$ cat config.mk
export PLATFORM = sky130hd
export DESIGN_NAME = id_exe_stage_reg
export DESIGN_NICKNAME = d
export VERILOG_FILES = /design/src/rtl/arm_pkg.sv /design/src/rtl/hazard_detect.sv /design/src/rtl/id_exe_stage_reg.sv
export SDC_FILE = /design/constraint.sdc
export NUM_CORES = 1
export LEC_CHECK = 0
export ABC_AREA = 1
export BUFFER_PORTS_ARGS = -buffer_cell sky130_fd_sc_hd__buf_2
export CORE_MARGIN = 2
export CORE_UTILIZATION = 35
export DETAILED_ROUTE_END_ITERATION = 7
export HOLD_SLACK_MARGIN = 0.03
export PLACE_DENSITY_LB_ADDON = 0.05
export SLEW_MARGIN = 40
export SYNTH_ARGS = -nofsm -noshare
export SYNTH_HDL_FRONTEND = slang
export SYNTH_SLANG_ARGS = --single-unit
$ cat constraint.sdc
create_clock -name clk -period 8.3 [get_ports clk]
set_input_delay 1.66 -clock clk [delete_from_list [all_inputs] [get_ports clk]]
set_output_delay 1.66 -clock clk [all_outputs]
set_load 0.05 [all_outputs]
$ cat src/rtl/arm_pkg.sv
// arm_pkg: shared widths, forwarding selects and the ID/EXE control record.
package arm_pkg;
  localparam int EXE_CMD_W = 4;
  localparam int REG_W = 4;
  localparam logic [1:0] FWD_SEL_ID = 2'd0;
  localparam logic [1:0] FWD_SEL_WB = 2'd1;
  localparam logic [1:0] FWD_SEL_MEM = 2'd2;
  // DW-wide values sit beside this record in the top; a package type cannot follow a module parameter.
  typedef struct packed {
    logic valid;
    logic [REG_W-1:0] src1;
    logic [REG_W-1:0] src2;
    logic [REG_W-1:0] dest;
    logic [EXE_CMD_W-1:0] exe_cmd;
    logic mem_r_en;
    logic mem_w_en;
    logic wb_en;
    logic b;
    logic s;
    logic imm;
    logic [11:0] shift_operand;
    logic [23:0] signed_imm_24;
    logic [3:0] status;
  } id_exe_t;
endpackage

$ cat src/rtl/hazard_detect.sv
// hazard_detect: RAW/load-use interlock decision for the instruction in ID.
module hazard_detect
  import arm_pkg::*;
(
  input  logic             valid,
  input  logic [REG_W-1:0] src1,
  input  logic [REG_W-1:0] src2,
  input  logic             two_src,
  input  logic             exe_valid,
  input  logic             exe_mem_r_en,
  input  logic             exe_wb_en,
  input  logic [REG_W-1:0] exe_dest,
  input  logic             mem_wb_en,
  input  logic [REG_W-1:0] mem_dest,
  input  logic             forwarding_en,
  output logic             hazard
);
  logic exe_hit, mem_hit;
  assign exe_hit = exe_valid & ((exe_dest == src1) | (two_src & (exe_dest == src2)));
  assign mem_hit = mem_wb_en & ((mem_dest == src1) | (two_src & (mem_dest == src2)));
  // WB needs no check: the register file writes on the falling edge.
  assign hazard = valid & (forwarding_en ? exe_hit & exe_mem_r_en : (exe_hit & exe_wb_en) | mem_hit);
endmodule

$ cat src/rtl/id_exe_stage_reg.sv
// id_exe_stage_reg: ID/EXE pipeline register with hazard interlock and bubble counter.
module id_exe_stage_reg
  import arm_pkg::*;
#(
  parameter int DW = 32,
  parameter int CNT_W = 16
) (
  input  logic                 clk,
  input  logic                 rst,
  input  logic                 freeze,
  input  logic                 flush,
  input  logic                 forwarding_en,
  input  logic                 id_valid,
  input  logic [DW-1:0]        id_pc,
  input  logic [DW-1:0]        id_val_rn,
  input  logic [DW-1:0]        id_val_rm,
  input  logic [REG_W-1:0]     id_src1,
  input  logic [REG_W-1:0]     id_src2,
  input  logic [REG_W-1:0]     id_dest,
  input  logic                 id_two_src,
  input  logic [EXE_CMD_W-1:0] id_exe_cmd,
  input  logic                 id_mem_r_en,
  input  logic                 id_mem_w_en,
  input  logic                 id_wb_en,
  input  logic                 id_b,
  input  logic                 id_s,
  input  logic                 id_imm,
  input  logic [11:0]          id_shift_operand,
  input  logic [23:0]          id_signed_imm_24,
  input  logic [3:0]           id_status,
  input  logic [REG_W-1:0]     mem_dest,
  input  logic                 mem_wb_en,
  output logic                 hazard_stall,
  output logic                 exe_valid,
  output logic [DW-1:0]        exe_pc,
  output logic [DW-1:0]        exe_val_rn,
  output logic [DW-1:0]        exe_val_rm,
  output logic [REG_W-1:0]     exe_src1,
  output logic [REG_W-1:0]     exe_src2,
  output logic [REG_W-1:0]     exe_dest,
  output logic [EXE_CMD_W-1:0] exe_exe_cmd,
  output logic                 exe_mem_r_en,
  output logic                 exe_mem_w_en,
  output logic                 exe_wb_en,
  output logic                 exe_b,
  output logic                 exe_s,
  output logic                 exe_imm,
  output logic [11:0]          exe_shift_operand,
  output logic [23:0]          exe_signed_imm_24,
  output logic [3:0]           exe_status,
  output logic [CNT_W-1:0]     bubble_count
);
  id_exe_t q, d;
  logic [DW-1:0] pc_q, val_rn_q, val_rm_q;
  logic hazard, bubble;
  hazard_detect u_hazard (
    .valid(id_valid),
    .src1(id_src1),
    .src2(id_src2),
    .two_src(id_two_src),
    .exe_valid(q.valid),
    .exe_mem_r_en(q.mem_r_en),
    .exe_wb_en(q.wb_en),
    .exe_dest(q.dest),
    .mem_wb_en(mem_wb_en),
    .mem_dest(mem_dest),
    .forwarding_en(forwarding_en),
    .hazard(hazard)
  );
  assign hazard_stall = hazard & ~flush;
  assign bubble = flush | hazard;
  assign d = '{
    valid: id_valid,
    src1: id_src1,
    src2: id_src2,
    dest: id_dest,
    exe_cmd: id_exe_cmd,
    mem_r_en: id_mem_r_en,
    mem_w_en: id_mem_w_en,
    wb_en: id_wb_en,
    b: id_b,
    s: id_s,
    imm: id_imm,
    shift_operand: id_shift_operand,
    signed_imm_24: id_signed_imm_24,
    status: id_status
  };
  always_ff @(posedge clk or posedge rst) begin
    if (rst) begin
      q <= '0;
      pc_q <= '0;
      val_rn_q <= '0;
      val_rm_q <= '0;
      bubble_count <= '0;
    end else if (!freeze) begin
      q <= bubble ? id_exe_t'('0) : d;
      pc_q <= bubble ? '0 : id_pc;
      val_rn_q <= bubble ? '0 : id_val_rn;
      val_rm_q <= bubble ? '0 : id_val_rm;
      if (hazard_stall && bubble_count != '1) bubble_count <= bubble_count + CNT_W'(1);
    end
  end
  assign exe_valid = q.valid;
  assign exe_pc = pc_q;
  assign exe_val_rn = val_rn_q;
  assign exe_val_rm = val_rm_q;
  assign exe_src1 = q.src1;
  assign exe_src2 = q.src2;
  assign exe_dest = q.dest;
  assign exe_exe_cmd = q.exe_cmd;
  assign exe_mem_r_en = q.mem_r_en;
  assign exe_mem_w_en = q.mem_w_en;
  assign exe_wb_en = q.wb_en;
  assign exe_b = q.b;
  assign exe_s = q.s;
  assign exe_imm = q.imm;
  assign exe_shift_operand = q.shift_operand;
  assign exe_signed_imm_24 = q.signed_imm_24;
  assign exe_status = q.status;
endmodule

==> summary.txt, run 1 <==
Outcome = complete, no violations
Most frequent standard cell in the layout excluding fill and tap cells = nand2_1
Fin Clk Skew = 0.01333 ns
Vias in the first global route = 6839
Unique masters post-synth = 32
Launch point of the worst hold path = exe_pc[16]$_DFFE_PP0N_
Total of cells resized after clock tree synthesis = 0
Number of buffers on the longest clock path = 2
Register clock-pin slew on the reported worst setup and hold paths = 0.08 ns
Most used cells in the layout excluding fill and tap cells = 379 x nand2_1, 344 x buf_2, 175 x dfrtp_1
Reg-to-reg setup timing slack = 5.54 ns
Number of iterations in the first detailed-routing pass = 5
Setup-failing EPs final = 0
Count of routing violations after the opening detailed-route iteration = 471
Met3 layer usage reported by global route = 6.657%
TritonCTS clock tree = yes
Maximum level of the CTS H-tree = 4
Final period util = 54.59%
Syn nets = 1073
Total power per unit cell area = 236.2 nW/um^2
Relative slew slack = 42.95%
Overall die width = 155.5 microns
Met2 GRT Util = 31.75%
Avg WL per Cell = 16.12 microns
Average instance area after synthesis = 8.904 sq um
Placed Cells incl. Taps = 1479
FP Rows = 55
Number of fill cells in the layout = 2343
Utilization of the core after routing = 46.27%
Hold buffer count at cts = 0
Data required time of the worst path = 6.64 ns
Total count of max-transition violations in the final report = 0
Global routing's busiest layer = met2
Number of clock buffers inserted by TritonCTS = 17
Fraction of final layout cells sized beyond drive strength 1 = 40.29%
Startpoint types = input pin
Number of cells produced by synthesis = 902
Starting Density = 35.58%
Global-route wire length before repair = 38180 microns
Final min period = 4.531 ns
Seq/Total Area, Yosys = 54.53%
Cell leakage power = 5.600 nW
HP Class = flop to flop
CP max FO = 4
Number of antenna violations at the first check in global routing = 9
Overall track demand over capacity in global routing = 20.09%
Die ar. = 24170 sq um
Number of enable flip-flop cells after synthesis = 0
Crit path DAT = 2.87 ns
Reg2reg start = exe_dest[1]$_DFFE_PP0N_
Endpoint of the worst register-to-register path = exe_imm$_DFFE_PP0N_
Mean number of vias per cell = 4.577
Postcts setup bufs = 0
Number of maximum-capacitance violations = 0
Cell area after synthesis = 8031 sq um
Overall overflow remaining after global route = 0
Accumulated negative setup slack = 0 ns
Library cell used as clock root buffer = clkbuf_16
Number of sinks on the clock net = 175
Async SR Flop Fraction = 100.0%
DR DRC count = 0
Maximum clock frequency = 220.7 MHz
Synth-to-layout area growth = 30.05%
Setup repair after global routing missed its margin = false
DP HPWL = 16230 microns
Depth of the worst hold-timing path = 2
Synthesized flop and latch total = 175
Clock network latency to the later pin of the worst-skew pair = 0.43 ns
Count of input and output buffers = 345
Number of endpoints with negative hold slack in the final report = 0
Sink of the worst hold path = exe_pc[16]$_DFFE_PP0N_
Met1 Use GR = 26.24%
Remaining antenna violation count after routing = 0
Worst IR Drop VDD = 0.1145 mV
Weighted congestion reported at the end of routability-driven placement = 0.7944
Type of the worst setup path = input pin to output pin
Measured slew at the worst slew-check pin = 0.8557 ns
Via count of the routed design = 6943
Synth warnings = 0
Top_reg_cell synth = dfrtp_1
Net count of the finished layout = 1384
Reg2Reg Depth = 12
Overall die height = 155.5 microns
Maximum number of pins on one net before global-route repair = 116
Layout Cells excl Fill = 1517
Setup crit end kind = output pin
Sum of routed wire length over all layers = 24460 microns
Area of the core = 22570 sq um
# IOs = 346
==> per-stage QoR <==
step	hold WS, ns	power (mW)	instance area [sq um]	setup WS [ns]
6_report	0.4762	2.467	10450	3.769
5_1_grt	0.4998	2.597	10440	3.605
4_1_cts	0.4804	2.506	10420	3.743
3_5_place_dp	0.4621	1.705	9858	3.752
3_3_place_gp	0.4603	1.701	9847	3.769
2_1_floorplan	0.7464	1.514	8031	1.895
==> registers in the layout (all words and copies together), names as in the netlist, 4 cells and up <==
register / flops
exe_src1: 4
exe_val_rn: 32
exe_exe_cmd: 4
exe_src2: 4
exe_val_rm: 32
exe_status: 4
exe_pc: 32
exe_dest: 4
exe_shift_operand: 12
exe_signed_imm_24: 24
bubble_count: 16
==> cells in the mapped netlist, types with 2 or more instances <==
master	n	share of area (%)
clkbuf_1	35	1.6
nand4_2	2	0.31
o21ai_1	8	0.50
o21ai_0	50	3.1
nand2_1	379	18
o21bai_1	15	1.4
nand4_1	2	0.16
buf_4	2	0.19
nor2_4	2	0.28
xor2_1	11	1.2
buf_6	12	1.7
buf_2	6	0.37
nand3b_1	2	0.19
dfrtp_1	175	55
inv_2	3	0.14
o21ai_2	100	11
nand2_2	2	0.16
inv_1	42	2.0
o22ai_1	4	0.31
nor2_1	17	0.79
nand3_1	22	1.4
==> kinds of logic (layout without fill, tap and decap cells) <==
kind of cell	after synthesis	count (layout)	synth area share [%]
compound gates	179	179	16.40
xor+xnor	11	11	1.200
fa+ha+maj	1	1	0.1558
buf+inv	103	427	6.263
flops	175	175	54.53
mux	1	1	0.1246
other cells	0	6	0
simple gates	432	432	21.33
==> worst max-delay path, stage by stage <==
cell,delay [ns]
buf_2,0.12
xor2_1,0.16
nor2_1,0.13
nand2_1,0.07
nand2_1,0.06
nand2_1,0.06
nand2_2,0.09
nand3_2,0.12
inv_1,0.13
buf_2,0.27
==> per-layer routing <==
metal / part of all wire, % / up-vias
li1: - / 3480
met1: 43 / 3197
met2: 47 / 234
met3: 8.4 / 26
met4: 1.2 / 6
met5: 0.17 / -
==> where the power goes <==
group | leakage (nW) | total [mW] | internal, mW | switching [mW]
Clock | 0.267 | 0.787 | 0.406 | 0.381
Sequential | 2.23 | 0.985 | 0.931 | 0.0542
Combinational | 3.10 | 0.695 | 0.175 | 0.520
Total | 5.60 | 2.47 | 1.51 | 0.955
==> how the worst max path moves through the flow <==
stage	depth (start not counted)	slack, ns	start	endpoint
floorplan	1	1.89	rst	bubble_count[0]$_DFFE_PP0P_
global placement	10	3.77	id_src1[0]	hazard_stall
detailed placement	10	3.75	id_src1[0]	hazard_stall
CTS	10	3.74	id_src1[0]	hazard_stall
global route	12	3.61	id_src1[1]	hazard_stall
finish	10	3.77	id_src1[0]	hazard_stall
==> cell type report <==
class,count,area (sq um),share of cell area [%]
sequential,175,4379,41.93
multi-input combinational,624,3163,30.28
timing repair buffer,349,1774,16.99
clock buffer,19,442.9,4.241
tap,285,356.6,3.414
inverter,46,192.7,1.845
clock inverter,13,121.4,1.162
antenna,6,15.01,0.1437
Power figures use the tool's default switching activity.
==> run 2, diff against run 1 <==
==> constraint.sdc (replaced) <==
create_clock -name clk -period 4.3 [get_ports clk]
set_input_delay 0.86 -clock clk [delete_from_list [all_inputs] [get_ports clk]]
set_output_delay 0.86 -clock clk [all_outputs]
set_load 0.05 [all_outputs]
==> summary.txt, run 2 (synthesis gave the netlist of run 1 again) <==
Outcome = complete, no violations (unchanged)
Fraction of final layout cells sized beyond drive strength 1 = 40.54% (was 40.29%)
Startpoint types = input pin (unchanged)
Area of the multi-input gates = 3163 sq um (unchanged)
FP Rows = 55 (unchanged)
Weighted congestion reported at the end of routability-driven placement = 0.7761 (was 0.7944)
Clock network latency to the later pin of the worst-skew pair = 0.42 ns (was 0.43 ns)
Maximum level of the CTS H-tree = 4 (unchanged)
Accumulated negative setup slack = 0 ns (unchanged)
Overall die width = 155.5 microns (unchanged)
Overall overflow remaining after global route = 0 (unchanged)
Number of sinks on the clock net = 175 (unchanged)
Type of the worst setup path = input pin to output pin (unchanged)
Number of fill cells in the layout = 2278 (was 2343)
Count of input and output buffers = 345 (unchanged)
Fin Clk Skew = 0.01128 ns (was 0.01333 ns)
Setup crit start = id_src1[2] (was id_src1[0])
Number of clock buffers inserted by TritonCTS = 17 (unchanged)
Library cell used as clock root buffer = clkbuf_16 (unchanged)
Synth-to-layout area growth = 30.75% (was 30.05%)
Chain of cells forming the critical path = buf_2 > xor2_1 > nor2_1 > nand2_1 > nand2_1 > nand2_1 > nand2_2 > nand3_2 > inv_1 > buf_2 (unchanged)
Number of endpoints with negative hold slack in the final report = 0 (unchanged)
Sum of routed wire length over all layers = 24170 microns (was 24460 microns)
Number of antenna violations at the first check in global routing = 4 (was 9)
Measured slew at the worst slew-check pin = 0.8068 ns (was 0.8557 ns)
Hold buffer count at cts = 0 (unchanged)
Overall die height = 155.5 microns (unchanged)
Worst IR Drop VDD = 0.2380 mV (was 0.1145 mV)
Number of buffers on the longest clock path = 2 (unchanged)
Total count of max-transition violations in the final report = 0 (unchanged)
Worst path slowest cell = buf_2 (unchanged)
Setup-failing EPs final = 0 (unchanged)
Mean number of vias per cell = 4.604 (was 4.577)
Cell leakage power = 5.634 nW (was 5.600 nW)
Data required time of the worst path = 3.44 ns (was 6.64 ns)
Setup crit end kind = output pin (unchanged)
Most used cells in the layout excluding fill and tap cells = 379 x nand2_1, 344 x buf_2, 175 x dfrtp_1 (unchanged)
Final period util = 67.69%
Register clock-pin slew on the reported worst setup and hold paths = 0.07 ns (was 0.08 ns)
Net count of the finished layout = 1389 (was 1384)
Total power per unit cell area = 454.0 nW/um^2 (was 236.2 nW/um^2)
Number of iterations in the first detailed-routing pass = 4 (was 5)
Slowest cell delay on critical path = 0.26 ns (was 0.27 ns)
Number of maximum-capacitance violations = 0 (unchanged)
Overall track demand over capacity in global routing = 20.17% (was 20.09%)
Storage element area = 4379 sq um (unchanged)
Reg2reg start = exe_dest[2]$_DFFE_PP0N_ (was exe_dest[1]$_DFFE_PP0N_)
Final min period = 2.911 ns
Remaining antenna violation count after routing = 0 (unchanged)
Largest delay contributor family on the critical path = simple AND/OR/NAND/NOR gates (unchanged)
Crit path buf inv count = 3 (unchanged)
Setup repair after global routing missed its margin = false (unchanged)
Launch point of the worst hold path = exe_pc[22]$_DFFE_PP0N_ (was exe_pc[16]$_DFFE_PP0N_)
HP Class = flop to flop (unchanged)
Final total power = 4.768 mW (was 2.467 mW)
Postcts setup bufs = 0 (unchanged)
Die ar. = 24170 sq um (unchanged)
Maximum number of pins on one net before global-route repair = 137 (was 116)
Avg WL per Cell = 15.91 microns (was 16.12 microns)
Relative slew slack = 46.22% (was 42.95%)
Vias in the first global route = 6743 (was 6839)
TritonCTS clock tree = yes (unchanged)
Area of the core = 22570 sq um (unchanged)
Count of routing violations after the opening detailed-route iteration = 513 (was 471)
Worst hold slack = 0.4762 ns (about the same)
# IOs = 346 (unchanged)
DR DRC count = 0 (unchanged)
DP HPWL = 16240 microns (was 16230 microns)
Crit path DAT = 2.05 ns (was 2.87 ns)
Total of cells resized after clock tree synthesis = 0 (unchanged)
Most frequent standard cell in the layout excluding fill and tap cells = nand2_1 (unchanged)
Maximum clock frequency = 343.6 MHz
Dominant cell type by count on the critical path = nand2_1 (unchanged)
Via count of the routed design = 6994 (was 6943)
CP max FO = 3 (was 4)
Global-route wire length before repair = 38090 microns (was 38180 microns)
Starting Density = 35.58% (unchanged)
-- run 2: metal layers --
layer	part of all wire, %	global-route usage (%)	up-vias
met2	47	31.54	259
met4	1.1	5.155	2
met5	0.066	0	-
met3	9.1	7.242	20
li1	-	-	3496
met1	43	26.69	3217
-- run 2: worst register-to-register path, stage by stage, from the launching register on --
cell	delay [ns]
dfrtp_1	0.42
xor2_1	0.16
nor2_1	0.13
nand2_1	0.06
nand2_1	0.06
nand2_1	0.06
nand2_2	0.10
nand2_1	0.14
nand2_8	0.49
buf_4	0.53
o21ai_2	0.08
-- run 2: path summary, 6_finish.rpt --
path / end / slack, ns / cells after the start
setup reg to reg: exe_signed_imm_24[11]$_DFFE_PP0N_ / 1.96 / 10
max in group asynchronous: exe_pc[1]$_DFFE_PP0N_ / 2.95 / 4
min in group asynchronous: exe_val_rm[17]$_DFFE_PP0N_ / 0.54 / 3
setup / recovery: hazard_stall / 1.39 / 10
hold / removal: exe_pc[22]$_DFFE_PP0N_ / 0.48 / 2
hold reg to reg: exe_pc[22]$_DFFE_PP0N_ / 0.48 / 2
-- run 2: layout make-up --
type	instances	area share (%)
clock inverters	13	1.168
flip-flops and latches	175	41.70
multi-input cells	624	30.12
diodes	3	0.07149
inverters	46	1.751
repair buffers	354	17.57
well taps	285	3.396
clock buffers	19	4.218
-- run 2: metrics by stage --
step           instances  util, %  setup WS (ns)  instance area (sq um)
3_3_place_gp        1483    43.84          1.380                   9894
2_1_floorplan        902        -          1.201                   8035
5_1_grt             1518    46.51          1.234                  10500
4_1_cts             1516    46.49          1.360                  10490
6_report            1519    46.52          1.389                  10500
3_5_place_dp        1484    43.99          1.361                   9928
-- run 2: power breakdown --
part	total (mW)	switching (mW)	internal (mW)	leakage, nW
clock	1.52	0.733	0.784	0.270
sequential	1.90	0.104	1.80	2.23
combinational	1.35	1.01	0.344	3.13
==> run 3, diff against run 2 <==
==> constraint.sdc (replaced) <==
create_clock -name clk -period 2.88 [get_ports clk]
set_input_delay 0.576 -clock clk [delete_from_list [all_inputs] [get_ports clk]]
set_output_delay 0.576 -clock clk [all_outputs]
set_load 0.05 [all_outputs]
==> summary.txt, run 3 (synthesis gave the netlist of run 1 again) <==
Count of input and output buffers = 345 (unchanged)
Met2 GRT Util = 31.35% (was 31.54%)
Setup crit end kind = output pin (unchanged)
Avg WL per Cell = 15.72 microns (was 15.91 microns)
Fin Clk Skew = 0.01395 ns (was 0.01128 ns)
Sum of routed wire length over all layers = 23930 microns (was 24170 microns)
TritonCTS clock tree = yes (unchanged)
# IOs = 346 (unchanged)
Synth-to-layout area growth = 31.86% (was 30.75%)
Weighted congestion reported at the end of routability-driven placement = 0.7928 (was 0.7761)
Clock network latency to the later pin of the worst-skew pair = 0.43 ns (was 0.42 ns)
DR DRC count = 0 (unchanged)
Measured slew at the worst slew-check pin = 0.6472 ns (was 0.8068 ns)
Number of buffers on the longest clock path = 2 (unchanged)
HP Class = input pin to asynchronous set/reset pin (was flop to flop)
Cell leakage power = 5.673 nW (was 5.634 nW)
Overall track demand over capacity in global routing = 19.75% (was 20.17%)
Crit path DAT = 1.92 ns (was 2.05 ns)
Area of the core = 22570 sq um (unchanged)
Met3 layer usage reported by global route = 6.769% (was 7.242%)
Hold buffer count at cts = 0 (unchanged)
Most used cells in the layout excluding fill and tap cells = 379 x nand2_1, 344 x buf_2, 175 x dfrtp_1 (unchanged)
FP Rows = 55 (unchanged)
Total count of max-transition violations in the final report = 0 (unchanged)
Total power per unit cell area = 678.6 nW/um^2 (was 454.0 nW/um^2)
Overall overflow remaining after global route = 0 (unchanged)
Maximum level of the CTS H-tree = 4 (unchanged)
Worst IR Drop VDD = 0.3238 mV (was 0.2380 mV)
Overall die height = 155.5 microns (unchanged)
Number of antenna violations at the first check in global routing = 7 (was 4)
Number of clock buffers inserted by TritonCTS = 17 (unchanged)
Most frequent standard cell in the layout excluding fill and tap cells = nand2_1 (unchanged)
CP max FO = 4 (was 3)
Net count of the finished layout = 1391 (was 1389)
Global routing's busiest layer = met2 (unchanged)
Area of placed instances = 9992 sq um (was 9928 sq um)
DP HPWL = 16560 microns (was 16240 microns)
Met1 Use GR = 25.45% (was 26.69%)
Outcome = complete, no violations (unchanged)
Setup-failing EPs final = 0 (unchanged)
Fraction of final layout cells sized beyond drive strength 1 = 40.63% (was 40.54%)
Final instance area = 10590 sq um (was 10500 sq um)
Overall die width = 155.5 microns (unchanged)
Via count of the routed design = 6947 (was 6994)
Type of the worst setup path = flop to output pin (was input pin to output pin)
Relative slew slack = 56.85% (was 46.22%)
Register clock-pin slew on the reported worst setup and hold paths = 0.07 ns (about the same)
Accumulated negative setup slack = 0 ns (unchanged)
Maximum number of pins on one net before global-route repair = 86 (was 137)
Final min period = 2.492 ns
Number of iterations in the first detailed-routing pass = 4 (unchanged)
Worst hold slack = 0.2820 ns (was 0.4762 ns)
Global-route wire length before repair = 37640 microns (was 38090 microns)
Count of routing violations after the opening detailed-route iteration = 351 (was 513)
Vias in the first global route = 6871 (was 6743)
Mean number of vias per cell = 4.561 (was 4.604)
Final period util = 86.53%
Startpoint types = flop (was input pin)
Postcts setup bufs = 0 (unchanged)
Number of maximum-capacitance violations = 0 (unchanged)
Total of cells resized after clock tree synthesis = 0 (unchanged)
Setup repair after global routing missed its margin = false (unchanged)
Die ar. = 24170 sq um (unchanged)
Data required time of the worst path = 2.30 ns (was 3.44 ns)
Library cell used as clock root buffer = clkbuf_16 (unchanged)
Remaining antenna violation count after routing = 0 (unchanged)
Number of sinks on the clock net = 175 (unchanged)
Maximum clock frequency = 401.3 MHz
Number of endpoints with negative hold slack in the final report = 0 (unchanged)
Starting Density = 35.58% (unchanged)
## run 3: per-layer routing
metal	up-vias	part of all wire, %
met1	3196	43
met3	22	8.1
met2	227	47
li1	3498	-
met5	-	0.10
met4	4	1.4
## run 3: through the flow
step | setup WS [ns] | instances | utilization [%] | power, mW
after global placement | 0.5319 | 1486 | 44.27 | 4.925
after CTS | 0.3491 | 1518 | 46.86 | 7.298
after detailed placement | 0.5387 | 1486 | 44.27 | 4.932
after floorplan | 0.06535 | 902 | - | 4.363
after global routing | 0.1733 | 1521 | 46.90 | 7.566
final | 0.3879 | 1523 | 46.92 | 7.187
## run 3: path summary, 6_finish.rpt
kind	from	to	slack, ns	cells past startpoint
worst max-delay path	exe_dest[1]$_DFFE_PP0N_	hazard_stall	0.39	10
worst min-delay path	rst	exe_val_rm[30]$_DFFE_PP0N_	0.28	3
worst max register to register	exe_dest[1]$_DFFE_PP0N_	exe_val_rm[2]$_DFFE_PP0N_	0.89	11
worst min register to register	exe_signed_imm_24[19]$_DFFE_PP0N_	exe_signed_imm_24[19]$_DFFE_PP0N_	0.48	2
max in group asynchronous	rst	exe_src2[2]$_DFFE_PP0N_	2.15	3
min in group clk	id_val_rn[10]	exe_val_rn[10]$_DFFE_PP0N_	0.40	3
## run 3: final cells by class
| type | count | area, sq um |
|---|---|---|
| Antenna cell | 5 | 12.51 |
| Clock buffer | 19 | 442.9 |
| Clock inverter | 13 | 142.6 |
| Fill cell | 2318 | 11980 |
| Inverter | 46 | 181.4 |
| Multi-Input combinational cell | 624 | 3163 |
| Sequential cell | 175 | 4379 |
| Tap cell | 285 | 356.6 |
| Timing Repair Buffer | 356 | 1912 |
## run 3: critical path, cell delays in order (launching register included)
cell,delay (ns)
dfrtp_1,0.41
inv_1,0.10
nand2_1,0.06
o21ai_0,0.06
nand3b_1,0.15
nand2_1,0.06
nand2_1,0.05
nand2_2,0.11
nand3_2,0.12
inv_1,0.11
buf_2,0.27
## run 3: power breakdown
part           total (mW)  internal, mW  switching, mW
Combinational        2.03         0.523           1.50
Clock                2.32          1.25           1.07
Sequential           2.84          2.68          0.155
